File: config.mk
export PLATFORM = sky130hd
export DESIGN_NAME = seven_seg_sequence_monitor
export DESIGN_NICKNAME = d
export VERILOG_FILES = /design/src/rtl/seven_seg_sequence_monitor.sv
export SDC_FILE = /design/constraint.sdc
export NUM_CORES = 1
export LEC_CHECK = 0
export ABC_AREA = 1
export CORE_MARGIN = 2
export CORE_UTILIZATION = 55
export CTS_CLUSTER_DIAMETER = 50
export DETAILED_ROUTE_END_ITERATION = 8
export MAX_ROUTING_LAYER = met4
export PLACE_DENSITY_LB_ADDON = 0.08
export SETUP_SLACK_MARGIN = 0.3
export SYNTH_ARGS = -nofsm -noshare
export SYNTH_HDL_FRONTEND = slang
export SYNTH_SLANG_ARGS = --single-unit
File: constraint.sdc
create_clock -name CLK -period 3.08 [get_ports CLK]
set_input_delay 0.616 -clock CLK [delete_from_list [all_inputs] [get_ports CLK]]
set_output_delay 0.616 -clock CLK [all_outputs]
set_load 0.01 [all_outputs]
File: src/rtl/seven_seg_sequence_monitor.sv
// seven_seg_sequence_monitor
// Watches the 7-segment pattern produced by the UP/DOWN sequence counter
// (5,0,8,4,1,3,8,9,2), decodes it back to BCD, tracks the sequence position
// and pulses ERR on any transition the counter cannot legally make.
// Optional feature: define SEQ_MON_ERRCNT_EN to build the saturating error
// counter on ERR_CNT; otherwise ERR_CNT is tied to zero.
//
// state       | meaning
// ------------+---------------------------------------------------------
// ST_SEARCH   | position unknown, waiting for a 5 (sequence start)
// ST_LOCKED   | synchronised, POS tracks the counter position
// ST_BLANKED  | display blanked, only blank or a restart at 5 is legal

module seven_seg_sequence_monitor #(
  parameter bit SEG_ACTIVE_LOW = 1'b1,
  parameter int ERR_CNT_W      = 8
) (
  input  logic                 CLK,
  input  logic                 RESET,
  input  logic                 TICK,
  input  logic [6:0]           SEG,
  output logic [3:0]           DIGIT,
  output logic [3:0]           POS,
  output logic                 LOCKED,
  output logic [1:0]           DIR,
  output logic                 EVT,
  output logic                 ERR,
  output logic [ERR_CNT_W-1:0] ERR_CNT
);

  typedef enum logic [1:0] {
    ST_SEARCH  = 2'd0,
    ST_LOCKED  = 2'd1,
    ST_BLANKED = 2'd2
  } state_t;

  localparam logic [3:0] DIG_BLANK = 4'hF;
  localparam logic [3:0] DIG_INVAL = 4'hE;
  localparam logic [1:0] DIR_HOLD  = 2'b00;
  localparam logic [1:0] DIR_UP    = 2'b01;
  localparam logic [1:0] DIR_DOWN  = 2'b10;
  localparam logic [1:0] DIR_NONE  = 2'b11;

  state_t     state_q, state_d;
  logic [3:0] digit_q, digit_d;
  logic [3:0] pos_q, pos_d;
  logic       locked_q, locked_d;
  logic [1:0] dir_q, dir_d;
  logic       evt_q, evt_d;
  logic       err_q, err_d;

  logic [6:0] seg_al;
  logic [3:0] dec;
  logic [3:0] pos_inc, pos_dec;

  function automatic logic [3:0] seq_at(input logic [3:0] idx);
    logic [3:0] v;
    case (idx)
      4'd0:    v = 4'd5;
      4'd1:    v = 4'd0;
      4'd2:    v = 4'd8;
      4'd3:    v = 4'd4;
      4'd4:    v = 4'd1;
      4'd5:    v = 4'd3;
      4'd6:    v = 4'd8;
      4'd7:    v = 4'd9;
      4'd8:    v = 4'd2;
      default: v = DIG_INVAL;
    endcase
    return v;
  endfunction

  // Normalise polarity to active-low and decode the pattern to BCD/blank/invalid
  always_comb begin
    seg_al = SEG_ACTIVE_LOW ? SEG : ~SEG;
    case (seg_al)
      7'b0000001: dec = 4'd0;
      7'b1001111: dec = 4'd1;
      7'b0010010: dec = 4'd2;
      7'b0000110: dec = 4'd3;
      7'b1001100: dec = 4'd4;
      7'b0100100: dec = 4'd5;
      7'b0100000: dec = 4'd6;
      7'b0001111: dec = 4'd7;
      7'b0000000: dec = 4'd8;
      7'b0000100: dec = 4'd9;
      7'b1111111: dec = DIG_BLANK;
      default:    dec = DIG_INVAL;
    endcase
  end

  // Neighbouring positions with wrap across the 9-entry sequence
  always_comb begin
    pos_inc = (pos_q == 4'd8) ? 4'd0 : pos_q + 4'd1;
    pos_dec = (pos_q == 4'd0) ? 4'd8 : pos_q - 4'd1;
  end

  // Next-state and output computation; only a TICK causes any processing
  always_comb begin
    state_d = state_q;
    digit_d = digit_q;
    pos_d   = pos_q;
    dir_d   = dir_q;
    evt_d   = 1'b0;
    err_d   = 1'b0;
    if (TICK) begin
      evt_d   = 1'b1;
      digit_d = dec;
      case (state_q)
        ST_SEARCH: begin
          // Unknown position: nothing but a 5 or blank can be judged
          if (dec == 4'd5) begin
            state_d = ST_LOCKED;
            pos_d   = 4'd0;
            dir_d   = DIR_NONE;
          end else if (dec == DIG_BLANK) begin
            state_d = ST_BLANKED;
            dir_d   = DIR_NONE;
          end
        end
        ST_LOCKED: begin
          if (dec == seq_at(pos_q)) begin
            dir_d = DIR_HOLD;
          end else if (dec == seq_at(pos_inc)) begin
            pos_d = pos_inc;
            dir_d = DIR_UP;
          end else if (dec == seq_at(pos_dec)) begin
            pos_d = pos_dec;
            dir_d = DIR_DOWN;
          end else if (dec == DIG_BLANK) begin
            state_d = ST_BLANKED;
            dir_d   = DIR_NONE;
          end else begin
            state_d = ST_SEARCH;
            dir_d   = DIR_NONE;
            err_d   = 1'b1;
          end
        end
        ST_BLANKED: begin
          if (dec == 4'd5) begin
            state_d = ST_LOCKED;
            pos_d   = 4'd0;
            dir_d   = DIR_NONE;
          end else if (dec != DIG_BLANK) begin
            state_d = ST_SEARCH;
            dir_d   = DIR_NONE;
            err_d   = 1'b1;
          end
        end
        default: begin
          state_d = ST_SEARCH;
          dir_d   = DIR_NONE;
        end
      endcase
    end
    locked_d = (state_d == ST_LOCKED);
  end

  // State and output registers
  always_ff @(posedge CLK or posedge RESET) begin
    if (RESET) begin
      state_q  <= ST_SEARCH;
      digit_q  <= DIG_BLANK;
      pos_q    <= 4'd0;
      locked_q <= 1'b0;
      dir_q    <= DIR_NONE;
      evt_q    <= 1'b0;
      err_q    <= 1'b0;
    end else begin
      state_q  <= state_d;
      digit_q  <= digit_d;
      pos_q    <= pos_d;
      locked_q <= locked_d;
      dir_q    <= dir_d;
      evt_q    <= evt_d;
      err_q    <= err_d;
    end
  end

`ifdef SEQ_MON_ERRCNT_EN
  logic [ERR_CNT_W-1:0] err_cnt_q, err_cnt_d;

  // Saturating count of ERR pulses, stops at all-ones
  always_comb begin
    err_cnt_d = err_cnt_q;
    if (err_d && (err_cnt_q != {ERR_CNT_W{1'b1}}))
      err_cnt_d = err_cnt_q + {{(ERR_CNT_W-1){1'b0}}, 1'b1};
  end

  // Error counter register
  always_ff @(posedge CLK or posedge RESET) begin
    if (RESET) err_cnt_q <= '0;
    else       err_cnt_q <= err_cnt_d;
  end

  assign ERR_CNT = err_cnt_q;
`else
  assign ERR_CNT = '0;
`endif

  assign DIGIT  = digit_q;
  assign POS    = pos_q;
  assign LOCKED = locked_q;
  assign DIR    = dir_q;
  assign EVT    = evt_q;
  assign ERR    = err_q;

endmodule

==> results.yml <==
floorplan:
  die_y_um: 64.8
  ios: 31
  dieArea_mm2: 0.00419
  core_area_mm2: 0.00361
  start_util_pct: 56.3
  die_w_um: 64.8
  placementRows: 22
sta:
  worstMarginPinSlew_ns: 0.543
  clock_skew_ns: 0.00578
  whs_ns: 0.497
  rsz0062_at_grt: "yes"
  period_share_pct: 82.9
  finalHoldViolCount: 0
  tns_ns: 0
  fin_crit_ns: 2.55
  finalSetupViolations: 0
  max_freq_mhz: 392
  slew_viol_final: 0
  slew_headroom_pct: 63.8
  worst_slack_ns: 0.527
pwr:
  intPower_uw: 1010
  swShare_pct: 54.4
  clockPowerShare_pct: 6.8
  p_seq_share_pct: 13.5
  power.total_uw: 2220
  p_sw_uw: 1210
  vdd_ir_drop_max_mv: 0.677
  p_per_area_mw_per_mm2: 887
  p_leak_uw: 0.00144
  p_comb_share_pct: 79.6
logic_synthesis:
  synth-edff-count: 0
  synth.most_common_cell: "nand2_1"
  syn_area_mm2: 0.00203
  synth_top_area_share_pct: 18.1
  synthTopCellsByCount: "nand2_1, inv_1, nor2_1"
  synth_seq_cells: 15
  yosys.area.top_type: "nand2_1"
  synth-async-reset-ratio_pct: 100
  ys_warn_count: 0
  synth_area_leaders: "nand2_1, dfrtp_1, inv_1"
  ys_types: 34
  yosysSeqAreaShare_pct: 18.9
  synthFlopType: "dfrtp_1"
  synth_area_per_cell_um2: 6.10
  synthCells: 333
critical_path:
  max_stage_delay_ns: 0.40
  rr_startpoint: "POS[0]"
  cpMostUsedCell: "inv_1"
  critical_path.endpoint_type: "flop"
  crit_path_start_kind: "flop"
  worst_ep_arrival_time_ns: 2.72
  timing.rr.end: "POS[1]"
  path_cells: "inv_2 -> ha_4 -> nand3_4 -> nand2_4 -> inv_1 -> ha_1 -> inv_1 -> a21oi_2 -> nor2_1 -> nor2_1 -> inv_1 -> nand2_1 -> nand2_2 -> nor2_4 -> nand3_4 -> nand3_1 -> o2111a_2 -> nand2_1 -> o21ai_1"
  crit_required_ns: 3.25
  setup.worst_path.end: "POS[1]"
  critPathKind: "reg2reg"
  path_max_fanout: 8
  startpoint: "POS[0]"
  cp_num_buf_inv: 4
  cpMaxStageDelayCell: "dfrtp_1"
  critPathTopFamily: "simple AND/OR/NAND/NOR gates"
  ff2ff_path_depth: 19
  rrSetupSlack_ns: 0.53
  cp.depth: 19
global_routing:
  overflow: 0
  grt.total_usage_pct: 24.3
  grt_start_max_net_pins: 16
  antenna_found_initial: 0
  grt_pass1_wl_um: 8110
  grt_pass1_vias: 1907
cells_and_area:
  nNetsFinal: 391
  seq_area_um2: 383
  stdcell_count: 415
  antenna_cells: 0
  drive_gt1_share_pct: 22.1
  fill_cells: 334
  multi_input_area_mm2: 0.00149
  areaGrowthSynthToFinish_pct: 23.2
clocking:
  cts-hold-fix-buffers: 0
  cts.sinks: 15
  cts_tree: "yes"
  cts_root_buf: "clkbuf_8"
  clock_latency_ns: 0.24
  cts_buffers: 3
  cts_htree_levels: 1
  cts_buffer_depth: 2
  path_clk_slew_ns: 0.06
placement:
  gp_congestion: 0.913
  place_inst: 404
  io_buffers: 22
  post-place-ws_ns: 0.0613
  detailed_place_hpwl_um: 3840
drt:
  postRouteWirelength_um: 4860
  dr.pass1.iters: 5
  post_drt_wl_per_cell_um: 11.7
  vias_per_cell: 5.15
  ant_nets: 0
  drt_iter0_drc: 130
  vias: 2139
  drc: 0
worst_hold_path:
  holdCritPathClass: "reg2reg"
run:
  maxCapViolations: 0
run_status:
  outcome: "completed"
-- cells in the final DEF (no fill, tap or decap), drive strengths merged --
cell           instances
a21boi                 1
a21o                   1
a21oi                 15
a31oi                  3
buf                   11
clkbuf                 3
clkdlybuf4s50         15
clkinv                 1
conb                   8
dfrtp                  9
dfstp                  6
dlymetal6s2s           7
ha                    13
inv                   54
nand2                111
nand3                 34
nand3b                 1
nand4                  4
nor2                  47
o2111a                 1
o211ai                 1
o21ai                 18
o22ai                  1
or2                    1
xor2                   1
-- power groups by stage --
stage	sequential, µW	clock [µW]	combinational [µW]
finish	300	152	1770
global route	306	169	2020
CTS	298	155	1620
detailed placement	298	0	1600
global placement	299	0	1580
floorplan	329	0	1180
-- through the flow --
stage	utilization [%]	instance area, µm²
after floorplan	-	2060
after global placement	63.5	2290
after detailed placement	63.5	2290
after CTS	65.0	2340
after global routing	69.4	2500
final	69.4	2500
-- what timing repair did --
action,CTS,global route
pin swaps,0,6
buffers inserted,0,5
gates resized for setup,1,26
setup endpoints to repair,5,10
gates cloned,0,2
-- worst min-delay path by stage --
stage	from	endpoint	slack, ns	depth (start not counted)
2_1_floorplan	DIGIT[1]	DIGIT[1]	0.49	2
3_3_place_gp	DIGIT[0]	DIGIT[0]	0.49	2
3_5_place_dp	DIGIT[2]	DIGIT[2]	0.49	2
4_1_cts	DIGIT[2]	DIGIT[2]	0.50	2
5_1_grt	DIGIT[2]	DIGIT[2]	0.52	2
6_report	DIGIT[2]	DIGIT[2]	0.50	2
-- final cells by class --
class | count | area share (%)
tap | 48 | 2.40
clock buffer | 3 | 1.65
sequential | 15 | 15.3
inverter | 54 | 8.20
timing repair buffer | 33 | 12.8
multi-input combinational | 261 | 59.4
clock inverter | 1 | 0.200
-- routing by layer --
layer / vias to the layer above / GRT usage (%) / routed length [µm]
li1: 1098 / - / -
met1: 970 / 31.0 / 2190
met2: 59 / 40.9 / 2390
met3: 12 / 3.30 / 178
met4: 0 / 6.12 / 102
met5: - / - / 0
-- sequential cells by signal, indices dropped and copies added, names as in the netlist --
signal,cells
LOCKED,1
EVT,1
state_q,2
POS,4
DIR,2
DIGIT,4
ERR,1
-- cell families (layout without fill, tap and decap cells) --
group,after synthesis,in the layout,share of synthesized area [%]
AOI/OAI and AO/OA,41,41,11.6
xor gates and xnor gates,1,1,0.431
adders and majority gates,13,13,8.01
buffers and inverters,66,91,14.7
DFF,15,15,18.9
other,1,8,0.185
and+or+nand+nor,196,198,46.1
-- tightest hold or removal path, cell delays in order, from the launching register on --
cell	delay, ns
dfstp_2	0.37
nor2_1	0.08
a31oi_1	0.05
Note: power is estimated with default switching activity, not from simulation.
